**src/rtl/alu_pipe.sv**
```systemverilog
// alu_pipe: pipelined unsigned ALU with a multi-cycle restoring divider
// Ports: clk, rstn (async active-low); in_valid/in_ready operand handshake
// carrying opcode sel and operands A/B; out_valid pulses once per result on
// C with zero flag Z and carry/borrow/overflow/divide-by-zero flag CO.
module alu_pipe #(
   parameter int W = 8
) (
   input  logic         clk,
   input  logic         rstn,
   input  logic         in_valid,
   output logic         in_ready,
   input  logic [2:0]   sel,
   input  logic [W-1:0] A,
   input  logic [W-1:0] B,
   output logic         out_valid,
   output logic [W-1:0] C,
   output logic         Z,
   output logic         CO
);
   localparam int CW = $clog2(W + 1);
   typedef enum logic [1:0] {IDLE, DIV, DONE} state_t;
   state_t r_state, w_next;
   logic w_acc, w_is_div;
   logic r_s1_v;
   logic [2:0] r_s1_op;
   logic [W-1:0] r_s1_a, r_s1_b;
   logic r_s2_v, r_s2_co;
   logic [W-1:0] r_s2_c;
   logic [W-1:0] w_alu_c;
   logic w_alu_co;
   logic [W:0] w_sum, w_diff;
   logic [2*W-1:0] w_prod;
   logic [W-1:0] r_q, r_rem, r_d;
   logic r_mod;
   logic [CW-1:0] r_cnt;
   logic [W:0] w_shift, w_trial;
   logic w_emit_div;
   logic [W-1:0] w_o_c;
   logic w_o_co;
   assign w_acc = in_valid && in_ready;
   assign w_is_div = sel == 3'b011 || sel == 3'b100;
   always_ff @(posedge clk or negedge rstn)
      if (!rstn) r_state <= IDLE;
      else r_state <= w_next;
   always_comb begin
      w_next = r_state;
      case (r_state)
         IDLE: w_next = (w_acc && w_is_div) ? DIV : IDLE;
         DIV: w_next = (r_cnt == CW'(1)) ? DONE : DIV;
         default: w_next = IDLE;
      endcase
   end
   always_comb in_ready = r_state == IDLE;
   // Restoring step: shift the next dividend bit into the partial remainder and
   // keep the subtraction only when it does not borrow. A zero divisor never
   // borrows, so the quotient fills with ones and the remainder ends equal to A.
   assign w_shift = {r_rem, r_q[W-1]};
   assign w_trial = w_shift - {1'b0, r_d};
   always_ff @(posedge clk or negedge rstn)
      if (!rstn) begin
         r_q <= '0;
         r_rem <= '0;
         r_d <= '0;
         r_mod <= 1'b0;
         r_cnt <= '0;
      end else if (r_state == IDLE && w_acc && w_is_div) begin
         r_q <= A;
         r_d <= B;
         r_rem <= '0;
         r_mod <= sel[2];
         r_cnt <= CW'(W);
      end else if (r_state == DIV) begin
         r_q <= {r_q[W-2:0], !w_trial[W]};
         r_rem <= w_trial[W] ? w_shift[W-1:0] : w_trial[W-1:0];
         r_cnt <= r_cnt - CW'(1);
      end
   always_ff @(posedge clk or negedge rstn)
      if (!rstn) begin
         r_s1_v <= 1'b0;
         r_s1_op <= '0;
         r_s1_a <= '0;
         r_s1_b <= '0;
      end else begin
         r_s1_v <= w_acc && !w_is_div;
         if (w_acc && !w_is_div) begin
            r_s1_op <= sel;
            r_s1_a <= A;
            r_s1_b <= B;
         end
      end
   assign w_sum = {1'b0, r_s1_a} + {1'b0, r_s1_b};
   assign w_diff = {1'b0, r_s1_a} - {1'b0, r_s1_b};
   assign w_prod = {{W{1'b0}}, r_s1_a} * {{W{1'b0}}, r_s1_b};
   always_comb begin
      w_alu_c = '0;
      w_alu_co = 1'b0;
      case (r_s1_op)
         3'b000: begin
            w_alu_c = w_sum[W-1:0];
            w_alu_co = w_sum[W];
         end
         3'b001: begin
            w_alu_c = w_diff[W-1:0];
            w_alu_co = w_diff[W];
         end
         3'b010: begin
            w_alu_c = w_prod[W-1:0];
            w_alu_co = |w_prod[2*W-1:W];
         end
         3'b101: w_alu_c = r_s1_a & r_s1_b;
         3'b110: w_alu_c = r_s1_a | r_s1_b;
         3'b111: w_alu_c = r_s1_a;
         default: w_alu_c = '0;
      endcase
   end
   always_ff @(posedge clk or negedge rstn)
      if (!rstn) begin
         r_s2_v <= 1'b0;
         r_s2_c <= '0;
         r_s2_co <= 1'b0;
      end else begin
         r_s2_v <= r_s1_v;
         r_s2_c <= w_alu_c;
         r_s2_co <= w_alu_co;
      end
   // Input is blocked through DIV/DONE, so a divide result and a pipeline
   // result can never compete for the output register in the same cycle.
   assign w_emit_div = r_state == DONE;
   assign w_o_c = w_emit_div ? (r_mod ? r_rem : r_q) : r_s2_c;
   assign w_o_co = w_emit_div ? (r_d == '0) : r_s2_co;
   always_ff @(posedge clk or negedge rstn)
      if (!rstn) begin
         out_valid <= 1'b0;
         C <= '0;
         Z <= 1'b0;
         CO <= 1'b0;
      end else begin
         out_valid <= w_emit_div || r_s2_v;
         if (w_emit_div || r_s2_v) begin
            C <= w_o_c;
            Z <= w_o_c == '0;
            CO <= w_o_co;
         end
      end
endmodule

```
**config.mk**
```make
export PLATFORM = sky130hd
export DESIGN_NAME = alu_pipe
export DESIGN_NICKNAME = d
export VERILOG_FILES = /design/src/rtl/alu_pipe.sv
export SDC_FILE = /design/constraint.sdc
export NUM_CORES = 1
export LEC_CHECK = 0
export BUFFER_PORTS_ARGS = -buffer_cell sky130_fd_sc_hd__buf_2
export CAP_MARGIN = 20
export CORE_UTILIZATION = 45
export CTS_BUF_LIST = sky130_fd_sc_hd__clkbuf_8 sky130_fd_sc_hd__clkbuf_16
export DETAILED_ROUTE_END_ITERATION = 10
export PLACE_DENSITY = 0.62
export SETUP_SLACK_MARGIN = 0.3
export SKIP_CTS_REPAIR_TIMING = 1
export SLEW_MARGIN = 15
export SYNTH_ARGS = -nofsm -noshare
export SYNTH_HDL_FRONTEND = slang
export SYNTH_SLANG_ARGS = --single-unit
export TNS_END_PERCENT = 5
```
**constraint.sdc**
```tcl
create_clock -name clk -period 6.35 [get_ports clk]
set_input_delay 0.635 -clock clk [delete_from_list [all_inputs] [get_ports clk]]
set_output_delay 0.635 -clock clk [all_outputs]
set_load 0.05 [all_outputs]
```
* After elaboration in Yosys (flattened, before gate mapping)
Cells that the tools add are included.
** Cells by class
- $add $sub $neg :: 4
- Multipliers :: 1
- Equal/unequal tests :: 10
- Mux-type cells :: 15
- Bitwise gates (word level) :: 2
- Reductions and logical operators :: 15
** Operator list (number)
- 8-bit 2-to-1 mux :: 7
- 8-bit one-hot mux with 6 select lines :: 1
- 8-bit logical NOT :: 2
- 8-bit by 8-bit multiplier with 16-bit output :: 1
- 3-bit == test (second input constant) :: 4
- 8-bit by 8-bit adder with 9-bit output :: 1
- 8-bit by 8-bit subtractor with 9-bit output :: 1
- 9-bit by 8-bit subtractor with 9-bit output :: 1
- 8-bit AND :: 1
- 4-bit 2-to-1 mux :: 2
- 8-bit bitwise OR :: 1
- 8-bit OR reduction :: 1
- 3-bit by 2-bit == test with 1-bit output (second input constant) :: 2
- 1-bit logical AND :: 5
- 4-bit by 1-bit == test with 1-bit output (second input constant) :: 1
- 2-bit one-hot mux with 2 select lines :: 1
- 4-bit by 1-bit subtractor with 4-bit output (second input constant) :: 1
- 3-bit by 1-bit == test with 1-bit output (second input constant) :: 1
- 3-bit logical NOT :: 1
- 1-bit one-hot mux with 3 select lines :: 1
- 2-bit by 1-bit == test with 1-bit output (second input constant) :: 1
- 2-bit == test (second input constant) :: 1
- 1-bit logical NOT :: 2
- 2-bit logical NOT :: 1
- other kinds (4) :: 6
** Word-level totals
- Register bits :: 72
- Input bits :: 22
- Output and inout bits :: 12
- Word-level logic and storage cells :: 64

* Logic depth before layout (Yosys ltp)
Gate-level depths: netlist (run 1).
- Depth after elaboration :: 5
- Mapped depth :: 17
- Gate-level depth less buffers :: 17

* Worst setup path before layout (run 1)
No wires, ideal clock.
- Path kind :: register to register
- Start point :: register r_s1_a[4]
- End point :: register r_s2_co
- Setup time :: 0.136 ns
- Arrival time :: 4.310 ns
- Data required time :: 6.214 ns
- Path slack :: 1.905 ns
- Cell stages (with the launch flop) :: 15
- Cell sequence :: dfrtp_1 > ha_1 > fa_1 > inv_1 > fa_1 > fa_1 > fa_1 > inv_1 > ha_1 > or4_4 > o221ai_2 > o221ai_2 > a21oi_2 > xnor2_1 > a31oi_1
** Between the ends
- Cells in the longest elaborated chain, start to end :: 3
** RTL lines
- start, declared :: line 26 : logic [W-1:0] r_s1_a, r_s1_b;
- start signal, assigned :: line 81 : r_s1_a <= '0;
- start signal, assigned :: line 87 : r_s1_a <= A;
- 8-bit by 8-bit multiplier with 16-bit output :: line 93 : assign w_prod = {{W{1'b0}}, r_s1_a} * {{W{1'b0}}, r_s1_b};
- 8-bit OR reduction :: line 108 : w_alu_co = |w_prod[2*W-1:W];
- 1-bit one-hot mux with 3 select lines (*) :: line 97 : case (r_s1_op)
- named net w_alu_co :: line 30 : logic w_alu_co;
- end signal, assigned :: line 124 : r_s2_co <= w_alu_co;
- end, declared :: line 27 : logic r_s2_v, r_s2_co;
Mark *: on every way through the listed nets, which the timed path passes. The rest lies on a longest branch.
A chain may end at the register's enable or synchronous reset.

* Worst setup path in the final report (run 1)
Ends and elaborated chain as after synthesis.

==> results.sh, run 1 <==
export IMPL_outcome="finished, violations left"
export IMPL_violations="DRC"
export IMPL_drt_vias_per_instance=5.49
export IMPL_period_share_pct=73.8
export IMPL_synth_area_um2=6390
export IMPL_vias=5176
export IMPL_required_ns=6.57
export IMPL_final_min_clock_period_ns=4.68
export IMPL_drv_slew=0
export IMPL_grt_antenna_before_repair=0
export IMPL_ys_ff_latch=72
export IMPL_crit_fanout=7
export IMPL_grt_max_degree=73
export IMPL_end_kind="flip-flop"
export IMPL_design_core_area_um2=13900
export IMPL_place_area_um2=6720
export IMPL_dieArea_um2=14700
export IMPL_max_slew_margin_pct=37.9
export IMPL_start_kind="flip-flop"
export IMPL_synth_compound_area_share_pct=16.1
export IMPL_synth_edf_count=0
export IMPL_netlist_instances=733
export IMPL_grt_pass1_vias=5114
export IMPL_drc_errors=2
export IMPL_reg2reg_depth=14
export IMPL_synth_mux_area_share_pct=4.44
export IMPL_crit_type="reg2reg"
export IMPL_clkTransAtPathRegs_ns=0.06
export IMPL_hpwl_um=12400
export IMPL_die_y_um=121
export IMPL_synth_xor_area_share_pct=3.31
export IMPL_reg2reg_setup_slack_ns=1.67
export IMPL_ant_nets=0
export IMPL_drtIter0Drc=381
export IMPL_wl_um=15800
export IMPL_r2r_end="r_s2_co"
export IMPL_syn_area_per_cell_um2=8.72
export IMPL_r2r_start="r_s1_a[4]"
export IMPL_die_x_um=121
export IMPL_synth_adder_area_share_pct=25.9
export IMPL_layout_drive_gt1_share_pct=9.06
export IMPL_fin_area_um2=7070
export IMPL_rsz0062_at_grt="false"
export IMPL_num_rows=43
export IMPL_io_pins=34
export IMPL_grt_pass1_wl_um=26000
export IMPL_gp_congestion=0.897
export IMPL_fin_cells=942
export IMPL_ys_flop_type="dfrtp_1"
export IMPL_buffer_ports_inserted=33
export IMPL_setup_violations=0
export IMPL_fillers=1340
export IMPL_start_util_pct=46.0
export IMPL_grt_usage_pct=23.2
export IMPL_tns_ns=0
export IMPL_whs_endpoint="r_s2_v"
export IMPL_crit_arrival_ns=4.90
export IMPL_ys_seq_area_share_pct=28.2
export IMPL_synth_top_family_by_area="adder cells"
export IMPL_diodes=0
export IMPL_tightestPinTransition_ns=0.932
export IMPL_numCtsBuffers=9
export IMPL_htreeDepth=3
export IMPL_clock_sinks=72
export IMPL_placed_cells=926
export IMPL_gr_total_overflow=0
export IMPL_hold_violations=0
export IMPL_fin_skew_ns=0.00968
export IMPL_drtPass1Iterations=8
export IMPL_worstHoldStart="r_s1_v"
export IMPL_syn2layout_area_growth_pct=10.6
export IMPL_hp_class="reg2reg"
export IMPL_wl_per_cell_um=16.7
export IMPL_synth_common_cells="106 x nand2_1, 93 x inv_1, 72 x dfrtp_1, 70 x ha_1, 66 x nor2_1"
export IMPL_max_cap_violations=0
export IMPL_root_buffer="clkbuf_16"
export IMPL_yosysTopAreaCell="dfrtp_1"
export IMPL_synth_distinct_cells=56
export IMPL_max_clock_freq_ghz=0.213
export IMPL_insertion_delay_ns=0.34
export IMPL_synth_top_area_share_pct=28.2
export IMPL_cts_tree="done"
export IMPL_synth_most_common_cell="nand2_1"
export IMPL_final_nets=888
export IMPL_clockBufferDepth=2
export IMPL_synth_nets=864
export IMPL_hold_depth=0
export IMPL_synthSimpleGateAreaFrac_pct=14.8
export IMPL_synth_area_top_cells="dfrtp_1 28%, ha_1 14%, fa_1 12%, nand2_1 6.2%, inv_1 5.5%"
export IMPL_async_flop_share_pct=100
export IMPL_yosys_warnings=0
[per-stage QoR]
stage                     setup slack (ns)  util, %  hold slack, ns
after floorplan                       1.90        -           0.331
after global placement                1.74     48.4           0.333
after detailed placement              1.67     48.4           0.336
after CTS                             1.66     50.9           0.350
after global routing                  1.38     50.9           0.350
final                                 1.67     50.9           0.346
[registers in the layout, summed over array words and instances, names as in the netlist]
register,count
r_s2_c,8
Z,1
r_s1_v,1
r_q,8
r_d,8
r_s2_v,1
r_rem,8
r_cnt,4
r_s1_op,3
out_valid,1
r_state,2
r_s1_b,8
r_mod,1
r_s1_a,8
r_s2_co,1
C,8
CO,1
[worst max-delay path by stage]
stage | start | end | slack, ns | cells after the start
2_1_floorplan | r_s1_a[4] | r_s2_co | 1.90 | 14
3_3_place_gp | r_s1_a[4] | r_s2_co | 1.74 | 14
3_5_place_dp | r_s1_a[4] | r_s2_co | 1.67 | 14
4_1_cts | r_s1_a[4] | r_s2_co | 1.66 | 14
5_1_grt | r_s1_a[5] | r_s2_co | 1.38 | 16
6_report | r_s1_a[4] | r_s2_co | 1.67 | 14
[final cells by class]
class	count	area (um^2)	area share, %
inverter	99	372	5.26
sequential	72	1800	25.5
multi-input combinational	538	4130	58.4
tap	180	225	3.19
clock buffer	10	239	3.38
timing repair buffer	37	195	2.76
clock inverter	6	108	1.52
[worst max-delay path, stage by stage (launching register included)]
cell	delay [ns]
dfrtp_1	0.47
ha_1	0.33
fa_1	0.56
inv_1	0.05
fa_1	0.47
fa_1	0.52
fa_1	0.54
inv_1	0.04
ha_1	0.26
or4_4	0.57
o221ai_2	0.23
o221ai_2	0.15
a21oi_2	0.16
xnor2_1	0.12
a31oi_1	0.09
[metal layers]
layer  global-route usage, %  wire (um)  share of wire, %  vias up
met5                       0          0                 0        -
met4                    6.79        323               2.1        0
met3                    5.17        773               4.9       20
met2                    34.4       7000                44      143
met1                    33.5       7660                49     2515
li1                        -          -                 -     2498
[cells by family (layout without fill, tap and decap cells)]
kind of cell	Yosys count	after routing
and+or+nand+nor	218	218
AOI/OAI and AO/OA	161	161
buffers and inverters	123	152
adders and majority gates	109	109
DFF	72	72
muxes	28	28
xor gates and xnor gates	22	22
[cell usage in the layout (no fill, tap or decap), types with 3 or more instances in the layout]
cell type and n:
nand2_1 106, inv_1 94, dfrtp_1 72, ha_1 70, nor2_1 65, o21ai_0 55, fa_1 39, buf_2 33
a21oi_1 31, mux2i_1 25, xnor2_1 13, a22oi_1 13, o22ai_1 11, clkbuf_16 9, xor2_1 8, nor2b_1 7
a211oi_1 7, clkinv_1 6, nand2b_1 6, nor4_1 6, nor3b_1 5, a31oi_1 5, a21o_1 5, nand3_1 5
o21a_1 4, nor3_1 4, or2_2 4, buf_4 4, and3_1 3, mux2_2 3, a221oi_1 3, o2111ai_1 3
bufinv_16 3
Power of run 1 is left out: the tool's default activity adds up to more than one toggle a clock period on the data nets, which glitch-free logic cannot reach.
==> run 2: changes to the inputs <==
--- a/config.mk
+++ b/config.mk
@@ -5,12 +5,13 @@
 export SDC_FILE = /design/constraint.sdc
 export NUM_CORES = 1
 export LEC_CHECK = 0
+export ABC_AREA = 1
 export BUFFER_PORTS_ARGS = -buffer_cell sky130_fd_sc_hd__buf_2
 export CAP_MARGIN = 20
 export CORE_UTILIZATION = 45
 export CTS_BUF_LIST = sky130_fd_sc_hd__clkbuf_8 sky130_fd_sc_hd__clkbuf_16
 export DETAILED_ROUTE_END_ITERATION = 10
-export PLACE_DENSITY = 0.62
+export PLACE_DENSITY = 0.64
 export SETUP_SLACK_MARGIN = 0.3
 export SKIP_CTS_REPAIR_TIMING = 1
 export SLEW_MARGIN = 15
==> constraint.sdc (replaced) <==
create_clock -name clk -period 4.3 [get_ports clk]
set_input_delay 0.43 -clock clk [delete_from_list [all_inputs] [get_ports clk]]
set_output_delay 0.43 -clock clk [all_outputs]
set_load 0.05 [all_outputs]
==> run 2 against run 1 <==
Effect of this change: the flow now finishes without violations; routed wire length grew 8.9%; maximum frequency grew 18%; first-iteration DRC count grew 26%; non-clock buffer count grew 30; sequential share of layout area shrank 2.5 points; final cell count grew 23%; via count grew 15%; worst hold slack lost 0.18 ns; setup slack lost 1.3 ns; sequential cell count is the same; area after synthesis grew 5.5%.
==> results.sh, run 2 <==
export IMPL_outcome="finished clean"
export IMPL_async_flop_share_pct=100
export IMPL_ant_nets=0
export IMPL_crit_arrival_ns=4.19
export IMPL_drt_vias_per_instance=5.14
export IMPL_synth_common_cells="249 x nand2_1, 190 x inv_1, 72 x dfrtp_1, 70 x ha_1, 64 x o21ai_0"
export IMPL_synth_top_area_share_pct=26.7
export IMPL_period_share_pct=92.0
export IMPL_die_x_um=124
export IMPL_grt_antenna_before_repair=0
export IMPL_tightestPinTransition_ns=0.804
export IMPL_layout_commonest_cell="nand2_1"
export IMPL_htreeDepth=3
export IMPL_drv_slew=0
export IMPL_max_slew_margin_pct=46.2
export IMPL_crit_buf_inv=4
export IMPL_crit_type="reg2reg"
export IMPL_hold_violations=0
export IMPL_synth_area_um2=6740
export IMPL_synth_distinct_cells=39
export IMPL_diodes=0
export IMPL_synth_most_common_cell="nand2_1"
export IMPL_multi_input_area_um2=4410
export IMPL_top_usage_layer="met2"
export IMPL_syn_area_per_cell_um2=7.34
export IMPL_clockBufferDepth=2
export IMPL_max_stage_delay_ns=0.55
export IMPL_netlist_instances=918
export IMPL_grt_pass1_vias=5457
export IMPL_synth_edf_count=0
export IMPL_grt_usage_pct=22.6
export IMPL_whs_ns=0.164
export IMPL_die_y_um=124
export IMPL_cts_tree="done"
export IMPL_io_pins=34
export IMPL_ys_flop_type="dfrtp_1"
export IMPL_start_kind="flip-flop"
export IMPL_start_util_pct=46.2
export IMPL_root_buffer="clkbuf_16"
export IMPL_tns_ns=0
export IMPL_final_min_clock_period_ns=3.95
export IMPL_drtIter0Drc=480
export IMPL_numCtsBuffers=9
export IMPL_drc_errors=0
export IMPL_clkTransAtPathRegs_ns=0.06
export IMPL_dieArea_um2=15500
export IMPL_final_cell_mix="228 x nand2_1, 182 x inv_1, 63 x o21ai_0"
export IMPL_crit_fanout=8
export IMPL_yosys_warnings=0
export IMPL_wl_um=17200
export IMPL_wl_per_cell_um=14.8
export IMPL_grt_max_degree=42
export IMPL_synth_nets=1049
export IMPL_crit_top_cell="nand2_1"
export IMPL_syn2layout_area_growth_pct=17.3
export IMPL_path_cells="nand2_2 -> inv_2 -> fa_1 -> inv_2 -> fa_2 -> fa_1 -> fa_1 -> inv_2 -> ha_4 -> nand2_2 -> nand2_4 -> a21oi_4 -> nand2_1 -> nand2_1 -> nand2_1 -> inv_1 -> nand2_1 -> nor2_2 -> nand3_2 -> nand2_1 -> nand2_1"
export IMPL_hp_class="in2async"
export IMPL_required_ns=4.53
export IMPL_ys_ff_latch=72
export IMPL_cp_top_family="adder cells"
export IMPL_insertion_delay_ns=0.34
export IMPL_register_area_um2=1820
export IMPL_fillers=1383
export IMPL_buffer_ports_inserted=33
export IMPL_hpwl_um=13400
export IMPL_grt_pass1_wl_um=27800
export IMPL_end_kind="flip-flop"
export IMPL_grtUsageMet2_pct=33.8
export IMPL_gp_congestion=0.894
export IMPL_max_cap_violations=0
export IMPL_max_clock_freq_ghz=0.253
export IMPL_vias=5963
export IMPL_design_core_area_um2=14600
export IMPL_grt_use_met1_pct=33.3
export IMPL_placed_cells=1131
export IMPL_rsz0062_at_grt="true"
export IMPL_fin_cells=1160
export IMPL_clock_sinks=72
export IMPL_ys_seq_area_share_pct=26.7
export IMPL_setup_violations=0
export IMPL_layout_drive_gt1_share_pct=18.4
export IMPL_synth_area_top_cells="dfrtp_1 27%, nand2_1 14%, ha_1 13%, fa_1 12%, inv_1 11%"
export IMPL_fin_skew_ns=0.00630
export IMPL_num_rows=44
export IMPL_drtPass1Iterations=5
export IMPL_final_nets=1102
export IMPL_use_met3_pct=4.25
export IMPL_gr_total_overflow=0
export IMPL_cp_slowest_cell="fa_1"
export IMPL_yosysTopAreaCell="dfrtp_1"
-- run 2: cell count changes after synthesis, moves of 9 or more --
cell	before	now
nand2_1	106	249
o21ai_0	55	64
xnor2_1	13	3
inv_1	93	190
nand4_1	1	10
mux2i_1	25	0
nor2_1	66	32
nand3_1	5	58
-- run 2: worst paths after layout --
path / start / slack [ns] / to / depth (start not counted)
max: r_s1_b[2] / 0.35 / r_s2_co / 21
min: rstn / 0.16 / r_s2_c[7] / 1
max reg2reg: r_s1_b[2] / 0.35 / r_s2_co / 21
min reg2reg: r_s1_v / 0.35 / r_s2_v / 0
max in group asynchronous: rstn / 3.09 / r_s1_b[2] / 2
min in group clk: B[0] / 0.32 / r_d[0] / 3
-- run 2: cell type report --
cell class	instances	share of cell area [%]
Clock buffer	12	3.37
Clock inverter	4	0.253
Inverter	195	9.26
Multi-Input combinational cell	626	55.7
Sequential cell	72	23.0
Tap cell	184	2.91
Timing Repair Buffer	67	5.52
-- run 2: per-layer routing --
| metal | wire (um) | vias up | part of all wire, % |
|---|---|---|---|
| met5 | 0 | - | 0 |
| met1 | 8250 | 2802 | 48 |
| met3 | 858 | 25 | 5.0 |
| li1 | - | 2978 | - |
| met2 | 7740 | 158 | 45 |
| met4 | 320 | 0 | 1.9 |
-- run 2: through the flow --
step,cell area [um^2],utilization (%),setup WS (ns)
2_1_floorplan,6750,-,0.309
3_3_place_gp,7190,49.3,0.0575
3_5_place_dp,7190,49.3,0.0604
4_1_cts,7480,51.3,0.0538
5_1_grt,7910,54.2,0.204
6_report,7910,54.2,0.346
-- run 2: logic make-up after synthesis --
logic type | synth area share, %
adders and majority gates | 24.6
buffers and inverters | 12.4
DFF | 26.7
and+or+nand+nor | 24.0
AOI/OAI and AO/OA | 11.3
xor gates and xnor gates | 1.04
-- run 2: worst reg2reg max path, stage by stage, from the launching register on --
cell and delay, ns:
dfrtp_2 0.50, nand2_2 0.11, inv_2 0.04, fa_1 0.55
inv_2 0.05, fa_2 0.54, fa_1 0.42, fa_1 0.50
inv_2 0.04, ha_4 0.23, nand2_2 0.08, nand2_4 0.07
a21oi_4 0.16, nand2_1 0.07, nand2_1 0.05, nand2_1 0.04
inv_1 0.04, nand2_1 0.06, nor2_2 0.12, nand3_2 0.07
nand2_1 0.06, nand2_1 0.05
Power of run 2 is left out for the same reason.
